==> src/rtl/fibonacci_seq.sv <==
// Iterative Fibonacci engine: one addition per clock from two seed terms,
// result s(n+2) returned over a valid/ready handshake with overflow flag.
module fibonacci_seq #(
  parameter int unsigned DATA_W   = 32,
  parameter int unsigned N_W      = 4,
  parameter int unsigned SATURATE = 0
) (
  input  logic              clk,
  input  logic              reset,
  input  logic              start,
  input  logic [N_W-1:0]    n,
  input  logic [DATA_W-1:0] seed_a,
  input  logic [DATA_W-1:0] seed_b,
  output logic              in_ready,
  output logic              out_valid,
  input  logic              out_ready,
  output logic [DATA_W-1:0] data,
  output logic              overflow
);

  localparam int unsigned SUM_W = DATA_W + 1;

  typedef enum logic [1:0] {
    IDLE = 2'd0,
    RUN  = 2'd1,
    DONE = 2'd2
  } state_t;

  state_t            state, state_nxt;
  logic [DATA_W-1:0] prev, prev_nxt;
  logic [DATA_W-1:0] cur, cur_nxt;
  logic [N_W-1:0]    cnt, cnt_nxt;
  logic [N_W-1:0]    n_r, n_r_nxt;
  logic              ovf, ovf_nxt;
  logic [DATA_W-1:0] data_nxt;
  logic              overflow_nxt;
  logic              in_ready_nxt;
  logic              out_valid_nxt;
  logic [SUM_W-1:0]  sum;
  logic              ovf_add;
  logic [DATA_W-1:0] cur_add;

  // State and datapath registers; handshake flags are registered copies of the next state
  always_ff @(posedge clk) begin
    if (reset) begin
      state     <= IDLE;
      prev      <= '0;
      cur       <= '0;
      cnt       <= '0;
      n_r       <= '0;
      ovf       <= 1'b0;
      data      <= '0;
      overflow  <= 1'b0;
      in_ready  <= 1'b1;
      out_valid <= 1'b0;
    end else begin
      state     <= state_nxt;
      prev      <= prev_nxt;
      cur       <= cur_nxt;
      cnt       <= cnt_nxt;
      n_r       <= n_r_nxt;
      ovf       <= ovf_nxt;
      data      <= data_nxt;
      overflow  <= overflow_nxt;
      in_ready  <= in_ready_nxt;
      out_valid <= out_valid_nxt;
    end
  end

  // Next-state and datapath logic
  always_comb begin
    state_nxt    = state;
    prev_nxt     = prev;
    cur_nxt      = cur;
    cnt_nxt      = cnt;
    n_r_nxt      = n_r;
    ovf_nxt      = ovf;
    data_nxt     = data;
    overflow_nxt = overflow;

    sum     = SUM_W'(prev) + SUM_W'(cur);
    ovf_add = ovf | sum[DATA_W];
    // Saturation is sticky: once overflowed, every later term is clamped
    cur_add = ((SATURATE != 0) && ovf_add) ? '1 : sum[DATA_W-1:0];

    unique case (state)
      IDLE: begin
        if (start) begin
          prev_nxt  = seed_a;
          cur_nxt   = seed_b;
          cnt_nxt   = '0;
          n_r_nxt   = n;
          ovf_nxt   = 1'b0;
          state_nxt = RUN;
        end
      end
      RUN: begin
        prev_nxt = cur;
        cur_nxt  = cur_add;
        ovf_nxt  = ovf_add;
        // Equality compare lets the maximum index fit the counter width
        if (cnt == n_r) begin
          data_nxt     = cur_add;
          overflow_nxt = ovf_add;
          state_nxt    = DONE;
        end else begin
          cnt_nxt = cnt + N_W'(1);
        end
      end
      DONE: begin
        if (out_ready) begin
          state_nxt = IDLE;
        end
      end
      default: state_nxt = IDLE;
    endcase

    in_ready_nxt  = (state_nxt == IDLE);
    out_valid_nxt = (state_nxt == DONE);
  end

endmodule

==> config.mk <==
export PLATFORM = sky130hd
export DESIGN_NAME = fibonacci_seq
export DESIGN_NICKNAME = d
export VERILOG_FILES = /design/src/rtl/fibonacci_seq.sv
export SDC_FILE = /design/constraint.sdc
export NUM_CORES = 1
export LEC_CHECK = 0
export CAP_MARGIN = 20
export CORE_MARGIN = 10
export CORE_UTILIZATION = 36
export DETAILED_ROUTE_END_ITERATION = 6
export GPL_ROUTABILITY_DRIVEN = 1
export PLACE_DENSITY = 0.57
export SYNTH_ARGS = -nofsm -noshare
export SYNTH_HDL_FRONTEND = slang
export SYNTH_SLANG_ARGS = --single-unit
export TNS_END_PERCENT = 5
==> constraint.sdc <==
create_clock -name clk -period 3.9 [get_ports clk]
set_clock_uncertainty 0.2 [all_clocks]
set_input_delay 0.39 -clock clk [delete_from_list [all_inputs] [get_ports clk]]
set_output_delay 0.39 -clock clk [all_outputs]
set_load 0.1 [all_outputs]
==> qor.txt <==
Critical path fanouts, max = 3
Slew Limit Fails = 0
Final Cycle Share = 84.9%
Final #Nets = 972
Sw Pwr = 0.00172 W
H-tree depth = 3
Critical path required time = 3900 ps
Via count = 5805
Internal cell power = 0.00243 W
Initial antenna violation count = 0
First-pass GRT wire length = 30000 um
Area Growth Syn to Fin = 24.1%
Synth warn = 0
Slowest cell on crit path = o311ai_1
Placed Cells = 1075
Final Hold Viols = 0
Congestion Overflow GR = 0
Rows = 47
Max clock buf depth = 2
RSZ-0062 raised after global routing = no
Dominant cell type by area after synthesis = dfxtp_1
CORE AREA = 0.0167 mm2
CP Cell Sequence = ha_1, fa_1, a21oi_1, o22ai_1, o311ai_1, a211oi_2, nor2_2, o311a_4, o221ai_2, a211oi_2, a211oi_1
1st-iter DRT viols = 392
Max stage delay on crit path = 450 ps
Data arrival time of the critical path = 3310 ps
Sequential share of power = 34.0%
CTS sink count = 110
Final worst slack = 590 ps
Met2 Usage GRT = 25.8%
TritonCTS clock tree = done
GR Util met3 = 4.95%
Vias in the first global route = 5715
Busiest layer in global routing = met2
Number of port buffers = 106
Setup WS pre-CTS = 615 ps
Actual slew at the worst max-slew pin = 1030 ps
Hold Crit Class = flip-flop to flip-flop
Synth area leaders = dfxtp_1 36%, nand2_1 10%, ha_1 6.7%, a21oi_1 6.1%, a311oi_1 5.5%
Largest net degree at the start of global routing = 96
Crit-path most repeated cell = a211oi_2
FFs w/ async S/R, synth = 0%
Post-Syn Nets = 910
Initial Util = 37.1%
Layout cells sized above 1 = 5.28%
Setup bufs post-CTS = 0
Critical path class = flip-flop to flip-flop
Gate power share = 41.4%
Post-synthesis instance area = 0.00619 mm2
Crit end category = flip-flop
Clk_lat worst skew = 360 ps
Clock power frac = 24.6%
Mapped Cells = 804
Max Cap Viol = 0
Tot Pwr = 0.00415 W
Max rail drop VDD = 0.000251 V
Die Ht = 151 um
Lkg Pwr = 2.96 nW
Number of flops mapped to enable cells by yosys = 0
Max Fclk = 302 MHz
Tmin final = 3310 ps
Die area = 0.0228 mm2
ANT nets after route = 0
# diodes = 0
Commonest non-fill, non-tap cells in the layout = 169 x nand2_1, 110 x dfxtp_1, 105 x clkdlybuf4s50_1
WL/cell = 16.8 um
Commonest non-fill, non-tap cell in the layout = nand2_1
Final setup vio count = 0
# hold bufs at CTS = 0
Die width = 151 um
Switch share = 41.4%
Non-Filler Instances = 1091
IO Pins = 107
Outcome = complete, no violations
Pwr dens = 540 mW/mm2
Setup crit start kind = flip-flop
Synth Flop Type = dfxtp_1
Register area share after synthesis = 35.6%
TritonRoute pass-1 iters = 5
Flops & latches, synth = 110
Via density per instance = 5.32
Post-synth top area share = 35.6%
Worst slew margin = 31.0%
Post_cts resized = 0
TNS Setup = 0 ps
Post-Syn Area per Cell = 7.70 um2
Placer Congestion = 0.806
DRC = 0
CTS buffer count = 9
Clock root buffer = clkbuf_16
Clk slew on worst S/H paths = 80 ps
Drt total wl = 18300 um
Distinct cell type count after synthesis = 60
Met1 GRT Util = 21.4%
GRT Util Overall = 16.3%
Post-DP HPWL = 13200 um
## critical path, delay by kind of cell (launching register included)
kind                       cells  cell delay [ps]
AOI/OAI and AO/OA              8             1780
adders and majority gates      2              640
DFF                            1              320
and+or+nand+nor                1              210
## registers in the layout (all words and copies together), names as in the netlist
signal	count
n_r	4
ovf	1
data	32
prev	32
in_ready	1
cnt	4
cur	32
state	2
overflow	1
out_valid	1
## metal layers
layer  up-vias  wire, um
li1       2981         -
met1      2710      8820
met2       106      8350
met3         8      1040
met4         0       127
met5         -         0
## logic make-up after synthesis
family	share of synthesized area [%]
DFF	35.6
and+or+nand+nor	23.1
adders and majority gates	6.99
AOI/OAI and AO/OA	25.2
buffers and inverters	4.59
xor gates and xnor gates	4.53
## metrics by stage
step           utilization, %  hold slack (ps)  area, um2
3_3_place_gp             44.1              244       7360
2_1_floorplan               -              236       6190
3_5_place_dp             44.1              248       7360
6_report                 46.0              255       7680
4_1_cts                  46.0              258       7680
5_1_grt                  46.0              271       7680
## layout make-up
type                            instances  area (um2)
Inverter                               14        52.6
Clock buffer                            9         225
Fill cell                            1728        9020
Multi-Input combinational cell        619        3730
Tap cell                              220         275
Clock inverter                          7        97.6
Sequential cell                       110        2200
Timing Repair Buffer                  112        1100
## cell usage after synthesis, types with 7 or more instances
master / instances
xnor2_1: 20
o22ai_1: 7
nor3_1: 14
a21oi_1: 75
xor2_1: 12
inv_1: 14
clkbuf_1: 57
nand3_1: 12
nor2_1: 91
ha_1: 33
a21o_1: 14
o21ai_0: 19
nand2_1: 169
nand4_1: 8
a211oi_1: 15
dfxtp_1: 110
a311oi_1: 39
## power groups by stage
stage | Clock (W) | Combinational (W) | Sequential [W]
2_1_floorplan | 0 | 0.000984 | 0.00171
6_report | 0.00102 | 0.00171 | 0.00141
3_3_place_gp | 0 | 0.00172 | 0.00143
5_1_grt | 0.00110 | 0.00189 | 0.00144
3_5_place_dp | 0 | 0.00172 | 0.00143
4_1_cts | 0.00105 | 0.00173 | 0.00141
## worst paths after layout
path                            startpoint        to  slack [ps]  cells past startpoint
worst max-delay path               prev[0]  overflow         590                     11
worst min register to register    data[13]  data[13]         260                      2
worst max register to register     prev[0]  overflow         590                     11
worst min-delay path              data[13]  data[13]         260                      2
Note: power is estimated with default switching activity, not from simulation.
